File: src/rtl/clk_gate_ce_if.sv
// clk_gate_ce bus: enable requests in, gated clock and statistics out.
// The master drives the requests; the gating cell is the slave.
interface clk_gate_ce_if #(
    parameter int CNT_WIDTH = 32
);
    logic                 ce;
    logic                 test_en;
    logic                 stat_clr;
    logic                 gclk;
    logic                 gate_open;
    logic [CNT_WIDTH-1:0] active_cycles;
    logic [CNT_WIDTH-1:0] gated_cycles;

    modport master (
        output ce,
        output test_en,
        output stat_clr,
        input  gclk,
        input  gate_open,
        input  active_cycles,
        input  gated_cycles
    );

    modport slave (
        input  ce,
        input  test_en,
        input  stat_clr,
        output gclk,
        output gate_open,
        output active_cycles,
        output gated_cycles
    );
endinterface

File: src/rtl/clk_gate_ce.sv
// Glitch-free CE clock gate with enable hysteresis, test bypass
// and saturating pulsed/suppressed cycle counters.
module clk_gate_ce #(
    parameter bit ENABLE_GATING = 1'b1,
    parameter int HOLD_CYCLES   = 0,
    parameter int CNT_WIDTH     = 32
) (
    input logic            clk,
    input logic            rst,
    clk_gate_ce_if.slave   bus
);
    localparam int HW =
        (HOLD_CYCLES > 0) ? $clog2(HOLD_CYCLES + 1) : 1;
    localparam logic [HW-1:0] HOLD_LD = HW'(HOLD_CYCLES);
    localparam logic [CNT_WIDTH-1:0] CNT_MAX = '1;

    logic                 en_eff;
    logic                 en_lat;
    logic [HW-1:0]        hold_q;
    logic [HW-1:0]        hold_d;
    logic                 gate_open_q;
    logic                 gate_open_d;
    logic [CNT_WIDTH-1:0] act_q;
    logic [CNT_WIDTH-1:0] act_d;
    logic [CNT_WIDTH-1:0] gat_q;
    logic [CNT_WIDTH-1:0] gat_d;

    // Reset forces the clock on so downstream resets see edges.
    always_comb begin
        en_eff = bus.ce | bus.test_en | rst | (hold_q != '0);
    end

    // Enable latch: open in clk low phase, frozen while clk is high.
    always_latch begin
        if (!clk) begin
            en_lat = en_eff;
        end
    end

    if (ENABLE_GATING) begin : g_gate
        assign bus.gclk = clk & en_lat;
    end else begin : g_bypass
        assign bus.gclk = clk;
    end

    // Next-state for hold counter, gate status and statistics.
    always_comb begin
        hold_d = hold_q;
        if (HOLD_CYCLES == 0) begin
            hold_d = '0;
        end else if (bus.ce) begin
            hold_d = HOLD_LD;
        end else if (hold_q != '0) begin
            hold_d = hold_q - 1'b1;
        end

        gate_open_d = en_lat;

        act_d = act_q;
        gat_d = gat_q;
        if (bus.stat_clr) begin
            act_d = '0;
            gat_d = '0;
        end else if (en_lat) begin
            if (act_q != CNT_MAX) begin
                act_d = act_q + 1'b1;
            end
        end else begin
            if (gat_q != CNT_MAX) begin
                gat_d = gat_q + 1'b1;
            end
        end
    end

    // State registers with synchronous reset.
    always_ff @(posedge clk) begin
        if (rst) begin
            hold_q      <= '0;
            gate_open_q <= 1'b0;
            act_q       <= '0;
            gat_q       <= '0;
        end else begin
            hold_q      <= hold_d;
            gate_open_q <= gate_open_d;
            act_q       <= act_d;
            gat_q       <= gat_d;
        end
    end

    assign bus.gate_open     = gate_open_q;
    assign bus.active_cycles = act_q;
    assign bus.gated_cycles  = gat_q;
endmodule

File: src/flat_wrapper.sv
// flat-port wrapper written by rule: the top's interface ports become plain ports
module clk_gate_ce_flat 
#(
    parameter bit ENABLE_GATING = 1'b1,
    parameter int HOLD_CYCLES   = 0,
    parameter int CNT_WIDTH     = 32
)
  (clk, rst, bus_ce, bus_test_en, bus_stat_clr, bus_gclk, bus_gate_open, bus_active_cycles, bus_gated_cycles);
  clk_gate_ce_if #(.CNT_WIDTH(CNT_WIDTH)) bus_i ();
  input logic clk;
  input logic rst;
  input wire logic [$bits(bus_i.ce)-1:0] bus_ce;
  input wire logic [$bits(bus_i.test_en)-1:0] bus_test_en;
  input wire logic [$bits(bus_i.stat_clr)-1:0] bus_stat_clr;
  output wire logic [$bits(bus_i.gclk)-1:0] bus_gclk;
  output wire logic [$bits(bus_i.gate_open)-1:0] bus_gate_open;
  output wire logic [$bits(bus_i.active_cycles)-1:0] bus_active_cycles;
  output wire logic [$bits(bus_i.gated_cycles)-1:0] bus_gated_cycles;
  assign bus_i.ce = bus_ce;
  assign bus_i.test_en = bus_test_en;
  assign bus_i.stat_clr = bus_stat_clr;
  assign bus_gclk = bus_i.gclk;
  assign bus_gate_open = bus_i.gate_open;
  assign bus_active_cycles = bus_i.active_cycles;
  assign bus_gated_cycles = bus_i.gated_cycles;
  clk_gate_ce #(.ENABLE_GATING(ENABLE_GATING), .HOLD_CYCLES(HOLD_CYCLES), .CNT_WIDTH(CNT_WIDTH)) u_core (.clk(clk), .rst(rst), .bus(bus_i));
endmodule
File: config.mk
export PLATFORM = sky130hd
export DESIGN_NAME = clk_gate_ce_flat
export DESIGN_NICKNAME = d
export VERILOG_FILES = /design/src/rtl/clk_gate_ce_if.sv /design/src/rtl/clk_gate_ce.sv /design/src/flat_wrapper.sv
export SDC_FILE = /design/constraint.sdc
export NUM_CORES = 1
export LEC_CHECK = 0
export BUFFER_PORTS_ARGS = -buffer_cell sky130_fd_sc_hd__buf_4
export CAP_MARGIN = 20
export CORE_ASPECT_RATIO = 1.1
export CORE_UTILIZATION = 51
export CTS_BUF_LIST = sky130_fd_sc_hd__clkbuf_2 sky130_fd_sc_hd__clkbuf_4 sky130_fd_sc_hd__clkbuf_8
export DETAILED_ROUTE_END_ITERATION = 16
export PLACE_DENSITY = 0.76
export SYNTH_ARGS = -nofsm -noshare
export SYNTH_HDL_FRONTEND = slang
export SYNTH_SLANG_ARGS = --single-unit
File: constraint.sdc
create_clock -name clk -period 2 [get_ports clk]
set_clock_uncertainty 0.2 [all_clocks]
set_input_delay 0.1 -clock clk [delete_from_list [all_inputs] [get_ports clk]]
set_output_delay 0.1 -clock clk [all_outputs]
set_load 0.03 [all_outputs]
==> results of run 1 <==
repair_timing:
action | 4_1_cts | 5_1_grt
gates cloned | 6 | 1
endpoints found under the setup margin | 66 | 67
gates resized for setup | 41 | 32
pin swaps | 23 | 33
hold endpoints to repair | 10 | 0
setup buffers | 8 | 17
hold buffers | 5 | 0
registers in the layout (all words and copies together), names as in the netlist:
| signal | cells |
|---|---|
| u_core.bus.gated_cycles | 32 |
| u_core.bus.active_cycles | 32 |
| u_core.bus.gate_open | 1 |
| u_core.en_lat | 1 |
worst max path at each step:
stage          slack [ps]                           end           from
2_1_floorplan        -810   u_core.bus.gated_cycles[19]  u_core.en_lat
5_1_grt             -1160  u_core.bus.active_cycles[17]  u_core.en_lat
3_5_place_dp        -1060   u_core.bus.gated_cycles[17]  u_core.en_lat
4_1_cts              -890  u_core.bus.active_cycles[23]  u_core.en_lat
3_3_place_gp         -940   u_core.bus.gated_cycles[19]  u_core.en_lat
6_report            -1170  u_core.bus.active_cycles[17]  u_core.en_lat
cells by family (layout without fill, tap and decap cells):
logic type	count (synthesis)	after routing	synth area share (%)
AOI/OAI and AO/OA	85	90	16.18
xor gates and xnor gates	21	21	5.598
adders and majority gates	2	2	0.7615
buffers and inverters	27	227	3.504
DFF	65	65	39.60
latches	1	1	0.4568
muxes	6	6	1.828
other	0	1	0
and+or+nand+nor	194	195	32.06
power by group through the flow:
stage	sequential [mW]	clock, mW	combinational (mW)
floorplan	1.35	0.0687	0.0377
global placement	1.34	0.0939	0.0807
detailed placement	1.35	0.0939	0.0841
CTS	1.31	1.39	0.111
global route	1.32	1.50	0.139
finish	1.32	1.46	0.136
through the flow:
stage               TNS [ps]  util (%)
floorplan             -36580         -
global placement      -41120     78.26
detailed placement    -44470     78.26
CTS                   -44760     87.66
global route          -56460     91.88
finish                -52520     91.92
worst min-delay path: stages:
cell and delay (ps):
sky130_fd_sc_hd__dlygate4sd3_1 520, sky130_fd_sc_hd__buf_4 110, sky130_fd_sc_hd__or3_1 110
layer usage:
metal	up-vias	part of all wire, %	track usage [%]
li1	1905	-	-
met1	2229	31	46.32
met2	593	45	75.10
met3	283	13	14.21
met4	0	11	34.18
met5	-	0	0
area by class of cell:
| cell class | count | area, um2 | area share (%) |
|---|---|---|---|
| multi-input cells | 314 | 2401 | 42.18 |
| well taps | 80 | 100.1 | 1.758 |
| clock inverters | 3 | 42.54 | 0.7473 |
| inverters | 7 | 26.28 | 0.4615 |
| flip-flops and latches | 66 | 1325 | 23.27 |
| clock buffers | 16 | 198.9 | 3.495 |
| repair buffers | 201 | 1597 | 28.04 |
| diodes | 1 | 2.502 | 0.04396 |
placed cells by master, fill, tap and decap left out, types with 3 or more instances in the layout:
cell type,count
sky130_fd_sc_hd__clkbuf_4,3
sky130_fd_sc_hd__mux2i_1,6
sky130_fd_sc_hd__o21ai_2,4
sky130_fd_sc_hd__buf_4,183
sky130_fd_sc_hd__nand2_1,35
sky130_fd_sc_hd__and2_1,6
sky130_fd_sc_hd__inv_1,7
sky130_fd_sc_hd__dfxtp_1,59
sky130_fd_sc_hd__nor3_4,3
sky130_fd_sc_hd__buf_12,3
sky130_fd_sc_hd__o21ai_1,9
sky130_fd_sc_hd__a21oi_1,18
sky130_fd_sc_hd__nand3_1,18
sky130_fd_sc_hd__nor2_1,33
sky130_fd_sc_hd__nor4_4,5
sky130_fd_sc_hd__or3_4,7
sky130_fd_sc_hd__a21oi_2,8
sky130_fd_sc_hd__and3_1,6
sky130_fd_sc_hd__dfxtp_2,6
sky130_fd_sc_hd__xnor2_1,15
sky130_fd_sc_hd__nand4_1,19
sky130_fd_sc_hd__nor3_1,3
sky130_fd_sc_hd__or3_1,23
sky130_fd_sc_hd__buf_6,11
sky130_fd_sc_hd__a41o_1,3
sky130_fd_sc_hd__o31ai_1,3
sky130_fd_sc_hd__a21o_1,3
sky130_fd_sc_hd__dlygate4sd3_1,5
sky130_fd_sc_hd__and4_1,9
sky130_fd_sc_hd__a31oi_1,3
sky130_fd_sc_hd__xor2_1,4
sky130_fd_sc_hd__a2111oi_4,4
sky130_fd_sc_hd__nor4_1,3
sky130_fd_sc_hd__a21oi_4,4
sky130_fd_sc_hd__clkbuf_8,12
sky130_fd_sc_hd__or4_4,5
sky130_fd_sc_hd__o211ai_1,3
sky130_fd_sc_hd__o21ai_0,12
==> metrics.log, run 1 <==
INFO  metric status = complete, but fails checks
INFO  metric failed_checks = negative setup slack
INFO  metric count_of_warnings_emitted_by_yosys = 0
INFO  metric final-hold-violation-count = 0
INFO  metric synth_top_area_share = about two fifths
INFO  metric reg2reg_depth = 6
INFO  metric critical_path.cell_chain = and4_1 > and2_4 > buf_4 > o311ai_2 > nor4_1 > o21a_1
INFO  metric synthesis.instances = around 400
INFO  metric reg2reg_slack = -1170 ps
INFO  metric cp.depth = 6
INFO  metric synth_largest_area_cell = sky130_fd_sc_hd__dfxtp_1
INFO  metric first_pass_grt_wire_length = 22790 um
INFO  metric synth_unique_cells = between 40 and 50
INFO  metric cp-end-kind = flip-flop
INFO  metric finalSetupViolations = 67
INFO  metric grt_start_max_net_pins = 24
INFO  metric die_height = about 86 um
INFO  metric synth.avg_cell_area = roughly 8 um2
INFO  metric clock_pin_slew_of_the_registers_on_the_worst_case_setup_and_hold_paths = approximately 80 ps
INFO  metric holdPathStages = 3
INFO  metric critical-path-max-stage-delay = 460 ps
INFO  metric vias = between 5000 and 6000
INFO  metric dp_slack = -1065 ps
INFO  metric die_width = 78.53 um
INFO  metric ir_drop = ~0.66 mV
INFO  metric path_delay_family = simple AND/OR/NAND/NOR gates
INFO  metric worst_slew_margin_relative_to_its_limit = between 50% and 60%
INFO  metric core_area = about 0.0062 mm2
INFO  metric critical_path_required = 2210 ps
INFO  metric initialDrtViolationCount = between 800 and 900
INFO  metric drc_errors = 0
INFO  metric place_area = 0.004847 mm2
INFO  metric num-fill-cells = 239
INFO  metric dp.cells = between 600 and 700
INFO  metric finalWorstSetupSlack = -1171 ps
INFO  metric criticalPathCategory = latch to flip-flop
INFO  metric first_pass_iteration_count_of_the_detailed_router = 6
INFO  metric netSwitchingFraction = 25.65%
INFO  metric switchingPower = about 750 uW
INFO  metric drv.max_cap_violation_count = 0
INFO  metric synth_most_common_cell = sky130_fd_sc_hd__dfxtp_1
INFO  metric count_of_flip_flops_with_a_built_in_enable_after_synthesis = 0
INFO  metric grt_usage = 44.68%
INFO  metric initial_standard_cell_utilization_of_the_core = about 53%
INFO  metric holdWs = approximately 330 ps
INFO  metric first_global_vias = about 4500
INFO  metric pwr-share-comb = under 10%
INFO  metric worstReg2RegEnd = u_core.bus.active_cycles[17]
INFO  metric fin_nets = between 600 and 700
INFO  metric worst_slew_pin_slew = approximately 730 ps
INFO  metric critical_path.max_fanout = 5
INFO  metric grt_remaining_overflow = 0
INFO  metric seqPwrFrac = roughly 45%
INFO  metric grt_setup_unrepaired = true
INFO  metric summed_instance_area_of_the_synthesized_netlist = approximately 0.0033 mm2
INFO  metric syn_to_final_growth = 73.27%
INFO  metric dieArea = slightly below 0.007 mm2
INFO  metric synth_async_sr_flop_share = 0%
INFO  metric hold_path_class = input port to latch
INFO  metric clock_power_share = 50.1%
INFO  metric worst_hold_path.endpoint = u_core.en_lat
INFO  metric min_from = rst
INFO  metric cts_tree = done
INFO  metric drt.antenna.violating_nets = 0
INFO  metric reg2reg_from = u_core.en_lat
INFO  metric cp_num_buf_inv = 1
INFO  metric synthTopCellsByArea = sky130_fd_sc_hd__dfxtp_1 (40%), sky130_fd_sc_hd__or3_1 (5.5%), sky130_fd_sc_hd__a21oi_1 (4.6%), sky130_fd_sc_hd__xnor2_1 (4.3%), sky130_fd_sc_hd__nand2_1 (4.1%)
INFO  metric pwr_density_cell = a little over 500 mW/mm2
INFO  metric row_count = 30
INFO  metric io_buffers = 70
INFO  metric slew_violations = 0
INFO  metric worst_setup_path_start_kind = latch
INFO  metric synth-main-ff-cell = sky130_fd_sc_hd__dfxtp_1
INFO  metric synth.cells.most_frequent = sky130_fd_sc_hd__dfxtp_1 (65), sky130_fd_sc_hd__nand2_1 (36), sky130_fd_sc_hd__nor2_1 (35)
INFO  metric number_of_antenna_violations_at_the_first_check_in_global_routing = 3
INFO  metric final_layout_size_suffix_gt1_share = 48.11%
INFO  metric ys_seq_elements = 66
INFO  metric intPower = roughly 2.2 mW
INFO  metric place.detailed.hpwl = ~7500 um
INFO  metric worst-endpoint-arrival = between 3000 and 4000 ps
INFO  metric leakagePower = around 2.2 nW
INFO  metric worstSkewPairLatency = around 460 ps
INFO  metric critical_path.slowest_cell = sky130_fd_sc_hd__dlxtn_2
INFO  metric post_drt_via_cell_ratio = 7.282
INFO  metric post-route-cell-area = roughly 0.0057 mm2
INFO  metric gp_congestion = about 0.87
INFO  metric post_drt_wl_per_cell = ~27 um
INFO  metric io_pins = just over 70
INFO  metric total_power = 2.908 mW
INFO  metric layoutNonFillerInstCount = a little under 700
INFO  metric totalWireLength = about 18000 um
INFO  metric synthesis.nets = about 410
Power figures use the tool's default switching activity.
==> run 2: changes to the inputs <==
==> constraint.sdc (replaced) <==
create_clock -name clk -period 2 [get_ports clk]
set_clock_uncertainty 0.2 [all_clocks]
set_input_delay 0.2 -clock clk [delete_from_list [all_inputs] [get_ports clk]]
set_output_delay 0.2 -clock clk [all_outputs]
set_load 0.03 [all_outputs]
==> metrics.log, run 2 (same netlist as run 1, synthesis figures left out) <==
INFO  metric grtUsageMet1 = 44.09%
INFO  metric criticalPathCategory = latch to flip-flop
INFO  metric row_count = 30
INFO  metric initialDrtViolationCount = between 500 and 600
INFO  metric multi_input_area = 0.002425 mm2
INFO  metric worstSkewPairLatency = between 400 and 500 ps
INFO  metric met2_use_gr = 70.04%
INFO  metric cts_tree = done
INFO  metric critical_path.max_fanout = 5
INFO  metric grt_remaining_overflow = 0
INFO  metric antennaDiodeCount = 0
INFO  metric finalSetupViolations = 67
INFO  metric syn_to_final_growth = 72.51%
INFO  metric clock_pin_slew_of_the_registers_on_the_worst_case_setup_and_hold_paths = approximately 70 ps
INFO  metric hold_path_class = flip-flop to flip-flop
INFO  metric first_pass_iteration_count_of_the_detailed_router = 6
INFO  metric leakagePower = about 2.2 nW
INFO  metric worst_slew_margin_relative_to_its_limit = around 64%
INFO  metric die_height = around 86 um
INFO  metric io_buffers = 70
INFO  metric dp.cells = ~640
INFO  metric seq_area = around 0.0013 mm2
INFO  metric ir_drop = 0.5717 mV
INFO  metric gp_congestion = slightly above 0.9
INFO  metric failed_checks = negative setup slack
INFO  metric die_width = between 70 and 80 um
INFO  metric post-route-cell-area = around 0.0057 mm2
INFO  metric vias = approximately 4600
INFO  metric grt_start_max_net_pins = about 40
INFO  metric dp_slack = -1026 ps
INFO  metric num-fill-cells = roughly 240
INFO  metric reg2reg_depth = 6
INFO  metric initial_standard_cell_utilization_of_the_core = a little over half
INFO  metric post_drt_via_cell_ratio = roughly 6.8
INFO  metric dieArea = about 0.0068 mm2
INFO  metric io_pins = 71
INFO  metric fin_nets = just under 600
INFO  metric drv.max_cap_violation_count = 0
INFO  metric first_global_vias = 4152
INFO  metric final-hold-violation-count = 0
INFO  metric holdWs = approximately 400 ps
INFO  metric finalWorstSetupSlack = -992.0 ps
INFO  metric number_of_antenna_violations_at_the_first_check_in_global_routing = 0
INFO  metric grt.met3_usage = just under 9%
INFO  metric drc_errors = 0
INFO  metric place_area = slightly below 0.005 mm2
INFO  metric globalRoute.busiestLayer = met2
INFO  metric cp-end-kind = flip-flop
INFO  metric pwr_density_cell = slightly below 600 mW/mm2
INFO  metric grt_setup_unrepaired = true
INFO  metric status = complete, but fails checks
INFO  metric post_drt_wl_per_cell = 23.41 um
INFO  metric critical_path_required = 2170 ps
INFO  metric drt.antenna.violating_nets = 0
INFO  metric final_layout_size_suffix_gt1_share = 48.06%
INFO  metric layout.cells.most_common_list = sky130_fd_sc_hd__buf_4 (170), sky130_fd_sc_hd__dfxtp_1 (57), sky130_fd_sc_hd__nand2_1 (35)
INFO  metric totalWireLength = around 16000 um
INFO  metric slew_violations = 0
INFO  metric first_pass_grt_wire_length = 20900 um
INFO  metric layout.cells.most_common = sky130_fd_sc_hd__buf_4
INFO  metric place.detailed.hpwl = ~7400 um
INFO  metric worst_setup_path_start_kind = latch
INFO  metric worst-endpoint-arrival = approximately 3200 ps
INFO  metric core_area = 0.006193 mm2
INFO  metric worst_slew_pin_slew = 534.3 ps
INFO  metric holdPathStages = 3
INFO  metric grt_usage = around 41%
INFO  metric layoutNonFillerInstCount = between 600 and 700
[run 2: changes by cell type in the layout (fill, tap and decap cells not counted), moves of 3 or more]
cell / change
sky130_fd_sc_hd__bufinv_16: +3
sky130_fd_sc_hd__a21oi_2: +7
sky130_fd_sc_hd__buf_4: -13
sky130_fd_sc_hd__clkbuf_4: -3
sky130_fd_sc_hd__or4_4: -3
sky130_fd_sc_hd__a21oi_1: -4
sky130_fd_sc_hd__or4_1: +3
sky130_fd_sc_hd__a21oi_4: -3
[run 2: what timing repair did]
action | CTS | global route
hold buffers | 5 | 0
endpoints found under the hold margin | 8 | 0
resized for setup | 25 | 57
pin swaps | 11 | 19
setup endpoints to repair | 66 | 67
buffers inserted | 2 | 6
cloned | 7 | 0
[run 2: where the power goes]
group	total, mW	internal, mW	switching [mW]
Combinational	0.116	0.0452	0.0710
Clock	1.88	1.18	0.697
Sequential	1.32	1.31	0.00366
[run 2: stage by stage]
stage	total power, mW	setup TNS (ps)	utilization [%]
5_1_grt	3.355	-47230	91.52
2_1_floorplan	1.460	-36680	-
4_1_cts	3.244	-41360	87.35
3_3_place_gp	1.521	-40920	78.14
6_report	3.309	-45690	91.52
3_5_place_dp	1.523	-43790	78.14
[run 2: worst max-delay path, cell delays in order, from the launching register on]
cell                       delay [ps]
sky130_fd_sc_hd__dlxtn_4          470
sky130_fd_sc_hd__and4_4           250
sky130_fd_sc_hd__and2_4           190
sky130_fd_sc_hd__buf_4            130
sky130_fd_sc_hd__o311ai_4         150
sky130_fd_sc_hd__o31a_1           310
sky130_fd_sc_hd__o21a_1           190
[run 2: routing by layer]
metal	share of wire [%]	vias up
met2	48	387
met4	8.7	0
met1	33	2107
met3	10	165
met5	0	-
li1	-	1892
[run 2: layout make-up]
cell class / count / area share [%]
Tap cell: 80 / 1.766
Clock inverter: 6 / 2.428
Timing Repair Buffer: 186 / 25.74
Multi-Input combinational cell: 314 / 42.78
Clock buffer: 14 / 3.355
Inverter: 7 / 0.4636
Sequential cell: 66 / 23.47
[run 2: final timing paths]
| path | slack [ps] | endpoint | start |
|---|---|---|---|
| max | -990 | u_core.bus.active_cycles[15] | u_core.en_lat |
| max reg2reg | -990 | u_core.bus.active_cycles[15] | u_core.en_lat |
| min reg2reg | 400 | u_core.bus.active_cycles[30] | u_core.bus.active_cycles[30] |
| min | 400 | u_core.bus.active_cycles[30] | u_core.bus.active_cycles[30] |
==> run 3: changes to the inputs <==
Settings changed: MAX_ROUTING_LAYER set to met4.
==> metrics.log, run 3 (same netlist as run 1, synthesis figures left out) <==
INFO  metric status = complete, but fails checks
INFO  metric failed_checks = negative setup slack
INFO  metric post_drt_wl_per_cell = 23.77 um
INFO  metric hold_path_class = flip-flop to flip-flop
INFO  metric cp-end-kind = flip-flop
INFO  metric io_pins = around 70
INFO  metric dp.cells = 635
INFO  metric ir_drop = about 0.56 mV
INFO  metric grt_start_max_net_pins = 41
INFO  metric grt_usage = 42.05%
INFO  metric dieArea = between 0.006 and 0.007 mm2
INFO  metric post-route-cell-area = around 0.0057 mm2
INFO  metric holdWs = ~400 ps
INFO  metric fin_nets = between 500 and 600
INFO  metric first_pass_grt_wire_length = roughly 21000 um
INFO  metric final-hold-violation-count = 0
INFO  metric post_drt_via_cell_ratio = roughly 6.8
INFO  metric grt_setup_unrepaired = true
INFO  metric initial_standard_cell_utilization_of_the_core = a little over half
INFO  metric worst_setup_path_start_kind = latch
INFO  metric drc_errors = 0
INFO  metric clock_pin_slew_of_the_registers_on_the_worst_case_setup_and_hold_paths = approximately 80 ps
INFO  metric number_of_antenna_violations_at_the_first_check_in_global_routing = 0
INFO  metric total_power = roughly 3.3 mW
INFO  metric first_pass_iteration_count_of_the_detailed_router = 6
INFO  metric criticalPathCategory = latch to flip-flop
INFO  metric drv.max_cap_violation_count = 0
INFO  metric slew_violations = 0
INFO  metric place.detailed.hpwl = 7407 um
INFO  metric gp_congestion = 0.9259
INFO  metric finalWorstSetupSlack = -961.1 ps
INFO  metric critical_path.max_fanout = 5
INFO  metric cts_tree = done
INFO  metric layoutNonFillerInstCount = about 670
INFO  metric vias = between 4000 and 5000
INFO  metric finalSetupViolations = 67
INFO  metric drt.antenna.violating_nets = 0
INFO  metric critical_path_required = between 2000 and 2500 ps
INFO  metric first_global_vias = between 4000 and 5000
INFO  metric die_width = between 70 and 80 um
INFO  metric pwr_density_cell = 586.4 mW/mm2
INFO  metric antennaDiodeCount = 0
INFO  metric worst_slew_pin_slew = around 550 ps
INFO  metric final_layout_size_suffix_gt1_share = about 48%
INFO  metric io_buffers = 70
INFO  metric grt_remaining_overflow = 0
INFO  metric worst-endpoint-arrival = 3130 ps
INFO  metric place_area = just under 0.005 mm2
INFO  metric core_area = just over 0.006 mm2
INFO  metric layout.cells.most_common_list = sky130_fd_sc_hd__buf_4 (170), sky130_fd_sc_hd__dfxtp_1 (59), sky130_fd_sc_hd__nand2_1 (35)
INFO  metric totalWireLength = 16000 um
INFO  metric leakagePower = 2.185 nW
INFO  metric initialDrtViolationCount = about 560
INFO  metric die_height = about 86 um
INFO  metric syn_to_final_growth = 72.43%
INFO  metric layout.cells.most_common = sky130_fd_sc_hd__buf_4
INFO  metric worstSkewPairLatency = 480 ps
INFO  metric final_core_utilization = ~90%
INFO  metric worst_slew_margin_relative_to_its_limit = ~64%
INFO  metric row_count = 30
## run 3: per-layer routing
layer | vias up | wire length, um | track usage [%]
met5 | - | 0 | -
met4 | 0 | 1223 | 26.26
met3 | 156 | 1552 | 10.42
met2 | 405 | 7755 | 69.96
met1 | 2128 | 5465 | 44.74
li1 | 1881 | - | -
## run 3: timing repair
action                                 CTS  global route
endpoints found under the hold margin    8             0
setup endpoints to repair               66            67
resized for setup                       25            55
pin swaps                               11            21
buffers inserted                         2             6
hold buffers                             5             0
cloned                                   7             0
## run 3: worst paths after layout
path	startpoint	depth (start not counted)	end	slack, ps
hold reg to reg	u_core.bus.active_cycles[2]	2	u_core.bus.active_cycles[2]	400
setup reg to reg	u_core.en_lat	6	u_core.bus.active_cycles[15]	-960
hold / removal	u_core.bus.active_cycles[2]	2	u_core.bus.active_cycles[2]	400
setup / recovery	u_core.en_lat	6	u_core.bus.active_cycles[15]	-960
## run 3: power breakdown
group	leakage (nW)	internal, mW	switching, mW
Clock	0.169	1.18	0.708
Sequential	0.536	1.31	0.00348
Combinational	1.48	0.0452	0.0741
Total	2.18	2.54	0.785
## run 3: final cells by class
cell class                      instances  area [um2]
Multi-Input combinational cell        314        2425
Timing Repair Buffer                  186        1459
Sequential cell                        66        1328
Fill cell                             246       528.0
Clock buffer                           14       190.2
Clock inverter                          6       137.6
Tap cell                               80       100.1
Inverter                                7       26.28
## run 3: critical path, stage by stage, from the launching register on
cell and delay [ps]:
sky130_fd_sc_hd__dlxtn_4 460, sky130_fd_sc_hd__and4_4 230, sky130_fd_sc_hd__and2_4 180, sky130_fd_sc_hd__buf_4 130, sky130_fd_sc_hd__o311ai_4 140, sky130_fd_sc_hd__o31a_1 310
sky130_fd_sc_hd__o21a_1 190
## run 3: metrics by stage
step	worst slack [ps]	TNS (ps)
6_report	-961.1	-45400
5_1_grt	-1020	-47490
4_1_cts	-860.0	-41360
3_5_place_dp	-1026	-43790
3_3_place_gp	-923.6	-40920
2_1_floorplan	-806.0	-36680
